File: src/rtl/pipe_pkg.sv
// Shared types for the valid/ready pipeline stage: stage state encoding and
// the occupancy values reported alongside it.
package pipe_pkg;

    typedef enum logic [1:0] {
        ST_EMPTY = 2'd0,
        ST_ONE   = 2'd1,
        ST_FULL  = 2'd2
    } stage_state_e;

    localparam logic [1:0] OCC_EMPTY = 2'd0;
    localparam logic [1:0] OCC_ONE   = 2'd1;
    localparam logic [1:0] OCC_FULL  = 2'd2;

    function automatic logic [1:0] occ_of(stage_state_e s);
        case (s)
            ST_ONE:  return OCC_ONE;
            ST_FULL: return OCC_FULL;
            default: return OCC_EMPTY;
        endcase
    endfunction

endpackage

File: src/rtl/pipe_reg_en.sv
// WIDTH-bit data register with synchronous reset, synchronous clear and load
// enable; reset and clear both force zero, otherwise load on enable.
module pipe_reg_en #(
    parameter int WIDTH = 32
) (
    input  logic             clk,
    input  logic             rst_i,
    input  logic             clr_i,
    input  logic             en_i,
    input  logic [WIDTH-1:0] d_i,
    output logic [WIDTH-1:0] q_o
);

    always_ff @(posedge clk) begin
        if (rst_i || clr_i) begin
            q_o <= '0;
        end else if (en_i) begin
            q_o <= d_i;
        end
    end

endmodule

File: src/rtl/pipe_stage_skid.sv
// Pipeline stage register with valid/ready handshake, synchronous flush and an
// optional two-entry skid buffer that fully registers the upstream ready.
module pipe_stage_skid
    import pipe_pkg::*;
#(
    parameter int WIDTH      = 32,
    parameter bit SKID       = 1'b1,
    parameter bit CLEAR_DATA = 1'b1
) (
    input  logic             clk,
    input  logic             reset,
    input  logic             flush,
    input  logic             in_valid,
    output logic             in_ready,
    input  logic [WIDTH-1:0] in_data,
    output logic             out_valid,
    input  logic             out_ready,
    output logic [WIDTH-1:0] out_data,
    output logic [1:0]       occupancy
);

    stage_state_e     state_q, state_d;
    logic [1:0]       occ_q;
    logic             in_fire, out_fire;
    logic             main_load, main_from_skid, skid_load;
    logic [WIDTH-1:0] skid_q, main_d;
    logic             data_rst, data_clr;

    assign in_fire   = in_valid & in_ready;
    assign out_fire  = out_valid & out_ready;
    assign out_valid = (state_q != ST_EMPTY);
    assign occupancy = occ_q;
    assign data_rst  = reset & CLEAR_DATA;
    assign data_clr  = flush & CLEAR_DATA;
    assign main_d    = main_from_skid ? skid_q : in_data;

    always_comb begin
        state_d        = state_q;
        main_load      = 1'b0;
        main_from_skid = 1'b0;
        skid_load      = 1'b0;
        case (state_q)
            ST_EMPTY: begin
                if (in_fire) begin
                    main_load = 1'b1;
                    state_d   = ST_ONE;
                end
            end
            ST_ONE: begin
                if (in_fire && out_fire) begin
                    main_load = 1'b1;
                end else if (in_fire && SKID) begin
                    skid_load = 1'b1;
                    state_d   = ST_FULL;
                end else if (out_fire) begin
                    state_d = ST_EMPTY;
                end
            end
            ST_FULL: begin
                if (out_fire) begin
                    main_load      = 1'b1;
                    main_from_skid = 1'b1;
                    state_d        = ST_ONE;
                end
            end
            default: state_d = ST_EMPTY;
        endcase
        // Flush discards any incoming payload; an outgoing one already completed.
        if (flush) begin
            state_d   = ST_EMPTY;
            main_load = 1'b0;
            skid_load = 1'b0;
        end
    end

    always_ff @(posedge clk) begin
        if (reset) begin
            state_q <= ST_EMPTY;
            occ_q   <= OCC_EMPTY;
        end else begin
            state_q <= state_d;
            occ_q   <= occ_of(state_d);
        end
    end

    pipe_reg_en #(.WIDTH(WIDTH)) u_main (
        .clk   (clk),
        .rst_i (data_rst),
        .clr_i (data_clr),
        .en_i  (main_load),
        .d_i   (main_d),
        .q_o   (out_data)
    );

    generate
        if (SKID) begin : g_skid
            logic in_ready_q;

            // Ready comes from a flop so no path exists from out_ready to in_ready.
            always_ff @(posedge clk) begin
                if (reset) begin
                    in_ready_q <= 1'b1;
                end else begin
                    in_ready_q <= (state_d != ST_FULL);
                end
            end

            assign in_ready = in_ready_q & ~reset;

            pipe_reg_en #(.WIDTH(WIDTH)) u_skid (
                .clk   (clk),
                .rst_i (data_rst),
                .clr_i (data_clr),
                .en_i  (skid_load),
                .d_i   (in_data),
                .q_o   (skid_q)
            );
        end else begin : g_noskid
            assign in_ready = (~out_valid | out_ready) & ~reset;
            assign skid_q   = '0;
        end
    endgenerate

endmodule

File: config.mk
export PLATFORM = sky130hd
export DESIGN_NAME = pipe_stage_skid
export DESIGN_NICKNAME = d
export VERILOG_FILES = /design/src/rtl/pipe_pkg.sv /design/src/rtl/pipe_reg_en.sv /design/src/rtl/pipe_stage_skid.sv
export SDC_FILE = /design/constraint.sdc
export NUM_CORES = 1
export LEC_CHECK = 0
export CORE_AREA = 3 3 102 104
export DETAILED_ROUTE_END_ITERATION = 7
export DIE_AREA = 0 0 105 107
export GPL_ROUTABILITY_DRIVEN = 0
export GPL_TIMING_DRIVEN = 0
export PLACE_DENSITY = 0.57
export REMOVE_ABC_BUFFERS = 1
export SLEW_MARGIN = 5
export SYNTH_ARGS = -nofsm -noshare
export SYNTH_HDL_FRONTEND = slang
export SYNTH_SLANG_ARGS = --single-unit
File: constraint.sdc
create_clock -name clk -period 3.14 [get_ports clk]
set_clock_uncertainty 0.05 [all_clocks]
set_input_delay 0.471 -clock clk [delete_from_list [all_inputs] [get_ports clk]]
set_output_delay 0.471 -clock clk [all_outputs]
set_load 0.01 [all_outputs]
[Word-level counts from Yosys, hierarchy flattened]
Cells that the tools add are included.
Word-level totals
  register bits after elaboration: 69
  latch bits: 0
  RAM bits: 0
  ROM bits: 0
  input port bits: 37
  output and inout port bits: 36
  logic and storage cells: 36
  memories: 0
Operators by class
  add/sub/neg operators: 0
  $mul: 0
  divide/modulo/power cells: 0
  magnitude comparators: 0
  equal/unequal tests: 5
  shift-type cells: 0
  multiplexer cells: 18
  bitwise logic cells: 4
  reduce and logical (&&, ||, !) cells: 4
Operators by type and width (count)
  $mux 32: 1
  $mux 2: 6
  $mux 1: 8
  $pmux 2 s3: 1
  $eq 2x1->1 const B: 2
  $eq 2x2->1 const B: 2
  $pmux 2 s2: 1
  $and 1x1->1: 3
  $pmux 1 s3: 1
  $logic_not 2->1: 1
  $ne 2x2->1 const B: 1
  $reduce_bool 2->1: 1
  $logic_and 1x1->1: 1
  $logic_or 1x1->1: 1
  $not 1->1: 1

[Longest topological paths before layout]
  depth after elaboration: 9
  depth in mapped cells: 7
  mapped depth without buffers: 4

[By module]
From an unflattened synthesis, not the netlist that was laid out.
Second synthesis, totals
  cell total of the unflattened synthesis: 269
  area total of the unflattened synthesis: 3057.9 µm²
Modules (own cells, without submodules)
  pipe_reg_en: times used 2, cells each 105, area an instance 1156.1 µm², sequential area each 640.6 µm²
  pipe_stage_skid: times used 1, cells each 59, area an instance 745.7 µm², sequential area each 100.1 µm²

[Worst setup path after synthesis]
No wires, ideal clock.
  path type: input port to flip-flop
  from: in out_ready
  to: reg g_skid.u_skid.q_o[10]
  setup time: 132 ps
  arrival time: 1497 ps
  data required time: 2958 ps
  setup slack: 1461 ps
  stages: 6
  buffers on the path: 3
  path through: buf_2 or4_1 buf_2 buf_6 nand2_1 a21oi_1
On the way
  longest elaborated chain between the ends: 5
RTL lines
  from (decl): line pipe_stage_skid.sv:17  | input logic out_ready,
  $and 1x1->1: line pipe_stage_skid.sv:30  | assign out_fire = out_valid & out_ready;
  $logic_and 1x1->1: line pipe_stage_skid.sv:50  | if (in_fire && out_fire) begin
  $mux 1: line pipe_stage_skid.sv:50
  $mux 1: line pipe_stage_skid.sv:42  | case (state_q)
  $mux 1: line pipe_stage_skid.sv:69  | if (flush) begin
  to (signal assigned): line pipe_reg_en.sv:18  | q_o <= d_i;
  to (decl): line pipe_reg_en.sv:11  | output logic [WIDTH-1:0] q_o
No other way between the ends.
A chain may end at the register's enable or synchronous reset.

[Worst setup path after layout]
  from: in reset
  to: reg u_main.q_o[20]
On the way
  longest elaborated chain between the ends: 7
  elaborated cells on any way between the ends: 9
  those cells by class: mux: 4; bitwise: 3; reduce/logical: 2
RTL lines
  from (decl): line pipe_stage_skid.sv:11  | input logic reset,
  $not 1->1: line pipe_stage_skid.sv:108  | assign in_ready = in_ready_q & ~reset;
  $and 1x1->1: line pipe_stage_skid.sv:108
  $and 1x1->1: line pipe_stage_skid.sv:29  | assign in_fire = in_valid & in_ready;
  $logic_and 1x1->1: line pipe_stage_skid.sv:50
  $mux 1: line pipe_stage_skid.sv:50
  $pmux 1 s3: line pipe_stage_skid.sv:42
  $mux 1: line pipe_stage_skid.sv:69
  to (signal assigned): line pipe_reg_en.sv:18
  to (decl): line pipe_reg_en.sv:11
Several ways; a longest one is shown, not always the timed one.

==> summary.txt <==
Status = completed
Reg area = 1381 um2
Top-area cell type share of the netlist area = 48.68%
Unrepaired setup endpoints after global routing = no
Cell row count = 36
First-pass GRT wire length = 11960 um
Hold wc startpoint = g_skid.u_skid.q_o[10]
Leak = 1.574 nW
Crit path kind = in2reg
Crit Reg-Reg Startpoint = state_q[1]
Synthesis-stage register bit count = 69
GR peak layer = met2
Sw frac = 23.71%
Max Cap Viol = 0
Final Util = 39.78%
Post-DP HPWL = 4625 um
Hold buffer count at cts = 0
TritonCTS clock tree = built
Initial core utilization = 29.44%
Drt total wl = 7224 um
Min Tclk post-route = 2.800 ns
Global-route usage over all layers = 13.08%
Final setup vio count = 0
Post-synth top area cell = dfxtp_1
PD cells = 461.0 nW/um2
Internal = 1.349 mW
Met2 Resource Use GR = 21.36%
Count of pins over their slew limit = 0
Hold Path Class = reg2reg
Vias per inst = 4.739
Gr ovfl total = 0
Via Count = 2412
Worst VDD drop = 0.2136 mV
Die Wd = 105 um
Clock sinks = 69
Worst-Margin Slew = 1.148 ns
Die area = 11240 um2
Fmax achieved = 0.3571 GHz
Post-Syn Instances = 315
Global-route met3 utilization = 3.010%
Routed len/inst = 14.19 um
Vias in the first global route = 2395
Post-Syn Area = 2838 um2
CP arrival = 2.92 ns
Net Sw Power = 0.4191 mW
Commonest non-fill, non-tap cell in the layout = clkdlybuf4s50_1
Met1 GRT Util = 16.74%
Setup crit end kind = register
Post-route ant nets = 0
Layout cell share with drive strength beyond 1 = 6.915%
Netlist cell types = 24
Fin crit share = 89.17%
Port Buffers = 72
Sequential Power Share = 51.3%
Number of remaining DRC errors = 0
Largest net degree at the start of global routing = 36
Core area = 9639 um2
Warnings, synthesis = 0
Fin. Hold Viols = 0
Clk pwr share = 37.1%
Worst setup path startpoint = reset
IO Count = 73
ANT cells = 0
Area Overhead vs Synth = 35.14%
Req. time, crit path = 3.26 ns
Synth top area cells = dfxtp_1, mux2i_1, a21oi_1, nand2_1, o31ai_1
Mean Syn Cell Area = 9.009 um2
Critical-path maximum fanout = 33
Clock transition at path regs = 0.07 ns
Multi-input logic area = 1323 um2
Sequential area share after synthesis = 48.68%
Worst-Skew Late Latency = 0.33 ns
Slew HR = 23.48%
H-tree lvl count = 3
Initial antenna violation count = 0
Critical path startpoint category = input port
Root Buffer = clkbuf_8
Initial drt markers = 68
DIE HEIGHT = 107 um
Initial DRT Pass Iterations = 4
Most frequent cells in the layout = clkdlybuf4s50_1, dfxtp_1, nand2_1, a21oi_1, mux2i_1
Total power = 1.768 mW
Bufs on Longest Clock Path = 2
Comb pwr share = 11.6%
Filler Cell Count = 1008
CTS Buf Count = 9
Fin nets = 409
==> cell type report <==
type,count,share of cell area (%)
inverter,2,0.1958
multi-input combinational,215,34.49
timing repair buffer,75,20.33
tap,133,4.339
sequential,69,36.02
clock buffer,14,4.502
clock inverter,1,0.1305
==> cell usage after synthesis <==
cell,count
dfxtp_1,69
a21oi_1,65
nand2_1,65
mux2i_1,33
o31ai_1,32
buf_2,16
clkbuf_1,7
nor2_1,4
buf_4,3
buf_6,3
nor2b_1,2
nor3_1,2
o21a_1,2
or2_2,2
a21oi_2,1
inv_1,1
inv_2,1
nand3_1,1
nand3b_1,1
nand4bb_4,1
nor4_2,1
or2_1,1
or3_1,1
or4_1,1
==> flip-flops by register name, summed over array words and instances, names as in the netlist <==
signal             flops
g_skid.in_ready_q      1
u_main.q_o            32
g_skid.u_skid.q_o     32
occupancy              2
state_q                2
==> per-stage QoR <==
step           worst slack, ns  area, um2  hold WS (ns)  std cells  setup TNS, ns
2_1_floorplan           0.3279       2675        0.3857        286              0
3_3_place_gp            -1.556       3562        0.3909        491         -76.29
3_5_place_dp           -0.3476       3657        0.3956        494         -10.54
4_1_cts              0.0006042       3835        0.4051        509              0
5_1_grt                 0.1944       3835        0.4234        509              0
6_report                0.3400       3835        0.4039        509              0
==> path summary, 6_finish.rpt <==
check             cells past startpoint  slack (ns)                     to
setup reg to reg                      4        0.65         u_main.q_o[20]
hold reg to reg                       2        0.40  g_skid.u_skid.q_o[10]
hold / removal                        2        0.40  g_skid.u_skid.q_o[10]
setup / recovery                      5        0.34         u_main.q_o[20]
==> metal layers <==
metal | vias to the layer above | wire, um | share of wire, %
met5 | - | 0 | 0
met2 | 68 | 3380 | 47
met3 | 8 | 358 | 5.0
met4 | 0 | 82 | 1.1
met1 | 1120 | 3402 | 47
li1 | 1216 | - | -
==> worst max-delay path, stage by stage <==
cell	delay [ns]
clkdlybuf4s50_1	0.52
nand4bb_4	0.34
nor2_4	0.72
or2_2	0.71
a21oi_1	0.14
==> power by group through the flow <==
stage / Combinational [mW] / Sequential, mW / Clock [mW]
CTS: 0.206 / 0.907 / 0.686
finish: 0.205 / 0.907 / 0.656
global placement: 0.197 / 0.926 / 0
global route: 0.221 / 0.909 / 0.720
floorplan: 0.0690 / 0.935 / 0
detailed placement: 0.205 / 0.927 / 0
==> repair_timing <==
action | 4_1_cts | 5_1_grt
endpoints found under the setup margin | 0 | 32
gates resized for setup | 0 | 1
hold endpoints to repair | 0 | 0
buffers inserted | 0 | 0
==> kinds of logic (layout without fill, tap and decap cells) <==
logic type	Yosys count	after routing	synth area share, %
simple gates	82	82	12.92
flops	69	69	48.68
buf+inv	31	92	5.996
compound gates	100	100	20.77
mux	33	33	11.64
Note: power is estimated with default switching activity, not from simulation.
